$ cat config.mk
export PLATFORM = sky130hd
export DESIGN_NAME = hazard_scoreboard_unit
export DESIGN_NICKNAME = d
export VERILOG_FILES = /design/src/rtl/hazard_scoreboard_unit.sv
export SDC_FILE = /design/constraint.sdc
export NUM_CORES = 1
export LEC_CHECK = 0
export BUFFER_PORTS_ARGS = -buffer_cell sky130_fd_sc_hd__buf_2
export CORE_MARGIN = 2
export CORE_UTILIZATION = 55
export CTS_CLUSTER_DIAMETER = 80
export DETAILED_ROUTE_END_ITERATION = 10
export PLACE_DENSITY_LB_ADDON = 0.2
export SLEW_MARGIN = 40
export SYNTH_ARGS = -nofsm -noshare
export SYNTH_HDL_FRONTEND = slang
export SYNTH_SLANG_ARGS = --single-unit
$ cat constraint.sdc
create_clock -name i_clk -period 5.9 [get_ports i_clk]
set_input_delay 0.295 -clock i_clk [delete_from_list [all_inputs] [get_ports i_clk]]
set_output_delay 0.295 -clock i_clk [all_outputs]
set_load 0.02 [all_outputs]
$ cat src/rtl/hazard_scoreboard_unit.sv
`default_nettype none
// ============================================================================
// Module   : hazard_scoreboard_unit
// Purpose  : EX operand forwarding select, long-latency register scoreboard,
//            load-use / scoreboard hazard detection and ID stall generation.
// Option   : define HAZARD_PERF_CNT_EN to build the saturating stall counter.
// Revision : 1.0 - initial release
// ============================================================================
module hazard_scoreboard_unit #(
  parameter int NREGS   = 32,
  parameter int NRPORTS = 2,
  parameter int MAX_LL  = 4,
  localparam int REG_W  = $clog2(NREGS)
) (
  input  logic                     i_clk,
  input  logic                     i_rstn,
  input  logic                     i_flush,
  input  logic                     i_ID_valid,
  input  logic [NRPORTS*REG_W-1:0] i_ID_rnum,
  input  logic [NRPORTS-1:0]       i_ID_ren,
  input  logic [REG_W-1:0]         i_ID_wnum,
  input  logic                     i_ID_wen,
  input  logic                     i_ID_long,
  input  logic [NRPORTS*REG_W-1:0] i_EX_rnum,
  input  logic [REG_W-1:0]         i_EX_wnum,
  input  logic                     i_EX_wen,
  input  logic                     i_EX_load,
  input  logic [REG_W-1:0]         i_MEM_wnum,
  input  logic                     i_MEM_wen,
  input  logic [REG_W-1:0]         i_WB_wnum,
  input  logic                     i_WB_wen,
  input  logic                     i_LL_done,
  input  logic [REG_W-1:0]         i_LL_wnum,
  output logic [NRPORTS*2-1:0]     o_fwd_sel,
  output logic                     o_stall,
  output logic                     o_sb_full,
  output logic                     o_sb_err,
  output logic [31:0]              o_stall_cnt
);

  localparam int CNT_W = $clog2(MAX_LL + 1);

  logic [NREGS-1:0] pend_q, pend_d, w_pend_eff;
  logic [CNT_W-1:0] cnt_q, cnt_d, w_cnt_eff;
  logic             sb_err_q, sb_err_d;
  logic             sb_full_q, sb_full_d;
  logic             w_comp, w_loaduse, w_raw, w_waw, w_full, w_stall, w_issue;
  logic             w_long_wr;

  always_comb begin
    o_fwd_sel = '0;
    for (int p = 0; p < NRPORTS; p++) begin
      if (i_MEM_wen && i_MEM_wnum != '0 && i_MEM_wnum == i_EX_rnum[p*REG_W +: REG_W])
        o_fwd_sel[p*2 +: 2] = 2'b10;
      else if (i_WB_wen && i_WB_wnum != '0 && i_WB_wnum == i_EX_rnum[p*REG_W +: REG_W])
        o_fwd_sel[p*2 +: 2] = 2'b01;
    end
  end

  // A completion landing this cycle hides its register from the hazard checks.
  always_comb begin
    w_pend_eff = pend_q;
    w_comp     = 1'b0;
    for (int r = 0; r < NREGS; r++) begin
      if (i_LL_done && i_LL_wnum == REG_W'(r)) begin
        w_pend_eff[r] = 1'b0;
        w_comp        = pend_q[r];
      end
    end
  end

  assign w_long_wr = i_ID_long && i_ID_wen && i_ID_wnum != '0;
  assign w_cnt_eff = cnt_q - CNT_W'(w_comp);

  always_comb begin
    w_loaduse = 1'b0;
    w_raw     = 1'b0;
    w_waw     = 1'b0;
    for (int p = 0; p < NRPORTS; p++) begin
      if (i_ID_ren[p] && i_EX_load && i_EX_wen && i_EX_wnum != '0 &&
          i_ID_rnum[p*REG_W +: REG_W] == i_EX_wnum)
        w_loaduse = 1'b1;
      for (int r = 0; r < NREGS; r++) begin
        if (i_ID_ren[p] && i_ID_rnum[p*REG_W +: REG_W] == REG_W'(r) && w_pend_eff[r])
          w_raw = 1'b1;
      end
    end
    for (int r = 1; r < NREGS; r++) begin
      if (i_ID_wen && i_ID_wnum == REG_W'(r) && w_pend_eff[r])
        w_waw = 1'b1;
    end
  end

  assign w_full  = w_long_wr && (w_cnt_eff == CNT_W'(MAX_LL));
  assign w_stall = i_ID_valid && !i_flush && (w_loaduse || w_raw || w_waw || w_full);
  assign w_issue = i_ID_valid && w_long_wr && !w_stall && !i_flush;
  assign o_stall = w_stall;

  // Set after clear so a same-cycle issue and completion leave the bit set.
  always_comb begin
    pend_d = pend_q;
    for (int r = 1; r < NREGS; r++) begin
      if (w_comp && i_LL_wnum == REG_W'(r))
        pend_d[r] = 1'b0;
      if (w_issue && i_ID_wnum == REG_W'(r))
        pend_d[r] = 1'b1;
    end
    cnt_d     = cnt_q + CNT_W'(w_issue) - CNT_W'(w_comp);
    sb_full_d = (cnt_d == CNT_W'(MAX_LL));
    sb_err_d  = sb_err_q || (i_LL_done && !w_comp);
  end

  always_ff @(posedge i_clk or negedge i_rstn) begin
    if (!i_rstn) begin
      pend_q    <= '0;
      cnt_q     <= '0;
      sb_err_q  <= 1'b0;
      sb_full_q <= 1'b0;
    end else begin
      pend_q    <= pend_d;
      cnt_q     <= cnt_d;
      sb_err_q  <= sb_err_d;
      sb_full_q <= sb_full_d;
    end
  end

  assign o_sb_full = sb_full_q;
  assign o_sb_err  = sb_err_q;

`ifdef HAZARD_PERF_CNT_EN
  logic [31:0] stall_cnt_q, stall_cnt_d;

  assign stall_cnt_d = (w_stall && stall_cnt_q != 32'hFFFF_FFFF) ? stall_cnt_q + 32'd1
                                                                  : stall_cnt_q;

  always_ff @(posedge i_clk or negedge i_rstn) begin
    if (!i_rstn) stall_cnt_q <= '0;
    else         stall_cnt_q <= stall_cnt_d;
  end

  assign o_stall_cnt = stall_cnt_q;
`else
  assign o_stall_cnt = 32'd0;
`endif

endmodule
`default_nettype wire

==> summary.md <==
| Metric | Value |
|---|---|
| Syn Inst Count | 483 |
| Min Tclk post-route | ~5.1 ns |
| Prevailing post-synth register cell | dfrtp_1 |
| CP Data Required Time | 6.11 ns |
| Final ANT Viol Nets | 0 |
| Max-slew headroom at the worst pin | between 30% and 40% |
| Async set or reset register ratio after synthesis | 100% |
| FMAX | 195 MHz |
| CP max-delay cell | nand2b_1 |
| Placed Cells | between 600 and 700 |
| CTS Hold Bufs | 0 |
| Wirelength, routed | approximately 13000 um |
| Detailed Routing Iterations Pass 1 | 7 |
| Number of synthesized flops with an enable pin | 0 |
| Most used cell along the critical path | ha_1 |
| Clk sink count | 36 |
| Slew @ Worst Pin | 0.980 ns |
| Die ar. | around 7600 um2 |
| Crit end category | flop |
| Setup-failing EPs final | 0 |
| Routed WL per cell | ~22 um |
| Synth Cell Area | 3800 um2 |
| CTS Buffer Depth | 2 |
| Iter 0 DRT Violations | slightly above 600 |
| First-pass GRT wire length | 20700 um |
| Post-CTS setup buffer count | 0 |
| Via Count | 4211 |
| Worst Setup SP | i_LL_wnum[1] |
| GRT overflow | 0 |
| Status | finished clean |
| Layout Nets | 598 |
| Clock latency on the worst-skew pair | around 0.29 ns |
| Crit-path leading delay family | simple AND/OR/NAND/NOR gates |
| Routability cong. | between 1 and 1.5 |
| Ant diodes | 0 |
| Buf+Inv Stages, Crit Path | 3 |
| I/O Pins | 97 |
| Startpoint type of the worst setup path | primary input |
| Beginning of the worst hold path | i_ID_wnum[3] |
| Slew Viols, Final | 0 |
| Period utilization | approximately 87% |
| Power per Cell Area | around 190 nW/um2 |
| Hold violation count in the final report | 0 |
| Yosys reg bits | 36 |
| CTS tree | yes |
| Vias per cell | 6.82 |
| Layout Cells excl Fill | 617 |
| Register area share after synthesis | 23.7% |
| Worst-path maximum fanout | 22 |
| Die width | 87.1 um |
| CP arrival | 5.33 ns |
| CORE AREA | 6760 um2 |
| RSZ-0062 raised after global routing | false |
| DP Wirelength | a little over 10000 um |
| Total track usage | 35.8% |
| Initial antenna violation count | 0 |
| Layout cell share with drive strength beyond 1 | a little under a fifth |
| Cts repair resizes | 0 |
| Library cells used by synthesis | 65 |
| CP Class | in -> reg |
| TNS Setup | 0 ns |
| Vias in the first global route | 3781 |
| Standard-cell rows | 30 |
| Synth-to-Final Area Change | 9.58% |
| Clock root cell | clkbuf_8 |
| H-tree Lvls | 2 |
| Total CTS buffers | 5 |
| R2r startpoint | pend_q[27] |
| Chip height | 87.1 um |
| Clock Skews | 0.00967 ns |
| Hold Path Class | in -> reg |
| Lkg Pwr | 1.61 nW |
| Port bufs | 64 |
| Residual DRC | 0 |
| Crit-path cells | buf_2 > nand2b_1 > nor2_1 > a21oi_1 > o21ai_0 > nand3b_1 > o21ai_0 > nand3_1 > a21oi_1 > ha_1 > nor4b_1 > a31oi_1 > o211ai_1 > a211oi_4 > and2_1 > nand2_1 > ha_1 > inv_1 > ha_1 > inv_1 > fa_1 > xnor2_1 > xnor2_1 > nor3b_1 |
| Clk slew on worst S/H paths | about 0.080 ns |
| # Max-Cap Violations | 0 |
| Yosys warning count | 0 |
| Max IR drop VDD | 0.000154 V |
| Largest net degree at the start of global routing | 37 |
| Initial Util | 56.3% |
| Slowest cell delay on critical path | 0.47 ns |
| Synthesized area per cell | a little under 8 um2 |
| # fillers | between 500 and 600 |
[worst paths after layout]
| check | end | slack (ns) | depth (start not counted) |
|---|---|---|---|
| min in group asynchronous | pend_q[23] | 0.49 | 2 |
| worst min-delay path | pend_q[3] | 0.31 | 2 |
| worst max register to register | o_sb_full | 0.99 | 22 |
| max in group asynchronous | pend_q[28] | 5.10 | 2 |
| worst max-delay path | o_sb_full | 0.78 | 24 |
| worst min register to register | o_sb_err | 0.55 | 1 |
[through the flow]
| stage | power [mW] | hold WS, ns | setup WS (ns) | util, % | area (um2) |
|---|---|---|---|---|---|
| finish | 0.787 | 0.312 | 0.781 | 61.6 | 4170 |
| CTS | 0.779 | 0.101 | 0.932 | 61.5 | 4150 |
| global route | 0.820 | 0.314 | 0.347 | 61.6 | 4170 |
| detailed placement | 0.562 | 0.415 | 0.623 | 59.8 | 4040 |
| global placement | 0.556 | 0.414 | 0.957 | 59.8 | 4040 |
| floorplan | 0.484 | -0.000591 | 1.52 | - | 3920 |
[metal layers]
| metal | share of wire, % | track usage, % |
|---|---|---|
| met3 | 13 | 7.11 |
| met2 | 43 | 53.1 |
| met1 | 39 | 50.1 |
| met4 | 4.9 | 16.4 |
| met5 | 0 | 0 |
[final cells by class]
type | instances | area, um2 | share of cell area [%]
clock inverter | 3 | 42.5 | 1.02
sequential | 36 | 901 | 21.6
inverter | 9 | 33.8 | 0.811
multi-input combinational | 413 | 2640 | 63.4
clock buffer | 5 | 68.8 | 1.65
timing repair buffer | 71 | 378 | 9.07
tap | 80 | 100 | 2.40
[worst reg2reg max path, cell delays in order, from the launching register on]
cell	delay, ns
dfrtp_1	0.46
mux4_2	0.50
inv_1	0.06
o21ai_0	0.11
a21oi_1	0.15
nor4bb_1	0.33
a21oi_1	0.23
ha_1	0.25
xnor2_1	0.15
nor4b_1	0.09
a31oi_1	0.18
o211ai_1	0.15
a211oi_4	0.37
and2_1	0.23
nand2_1	0.08
ha_1	0.31
inv_1	0.07
ha_1	0.15
inv_1	0.05
fa_1	0.38
xnor2_1	0.20
xnor2_1	0.16
nor3b_1	0.20
[cells by family after synthesis]
| family | Yosys count | share of synthesized area [%] |
|---|---|---|
| muxes | 11 | 3.72 |
| buffers and inverters | 65 | 9.87 |
| xor gates and xnor gates | 34 | 7.83 |
| adders and majority gates | 4 | 1.51 |
| and+or+nand+nor | 179 | 27.2 |
| other | 1 | 0.0987 |
| DFF | 36 | 23.7 |
| AOI/OAI and AO/OA | 153 | 26.1 |
[where the power goes]
| part | total (mW) | internal, mW | switching (mW) | leakage (nW) |
|---|---|---|---|---|
| Combinational | 0.266 | 0.0981 | 0.168 | 1.07 |
| Sequential | 0.301 | 0.273 | 0.0275 | 0.485 |
| Clock | 0.220 | 0.125 | 0.0946 | 0.0541 |
[cell usage in the layout, fill, tap and decap left out, types with 6 or more instances in the layout]
cell,instances
nor4_1,13
dfrtp_1,36
nor3_1,20
nand2b_1,12
nand2_1,37
a21oi_1,10
o21ai_1,24
xor2_1,14
o21ai_0,45
xnor2_1,20
buf_4,7
nand3_1,11
o22ai_1,14
o211ai_1,16
buf_2,63
nor2b_1,12
inv_1,9
nand4_1,6
nor2_1,24
o2111ai_1,9
conb_1,32
[Yosys cell counts (all sizes together), types with 3 or more instances]
cell type  instances  area [um2]
inv                9        33.8
o22ai             14        87.6
and4b              3        30.0
o41ai              4        35.0
nor4              13        81.3
or2                5        31.3
nor4bb             4        40.0
o211ai            16         120
o21ai             70         354
xor2              14         123
nor3              20         100
o31ai              4        35.0
mux2               5        56.3
nor2              24        90.1
xnor2             20         175
nand4              6        37.5
nand2b            12        75.1
nor3b              3        22.5
or3                5        31.3
clkbuf            20        75.1
nand2             37         139
ha                 3        37.5
buf               36         267
nand4b             6        71.3
a31oi              4        25.0
or4                4        30.0
mux2i              4        40.0
dfrtp             36         901
nand4bb            3        33.8
nor2b             12        75.1
nand3             12        65.1
and2               4        25.0
a21oi             10        50.1
o2111ai            9        78.8
[state kept, by name, indices dropped and copies added, names as in the netlist]
register,cells
o_sb_err,1
cnt_q,3
o_sb_full,1
pend_q,31
No activity file was read; power rests on OpenSTA's default activity.
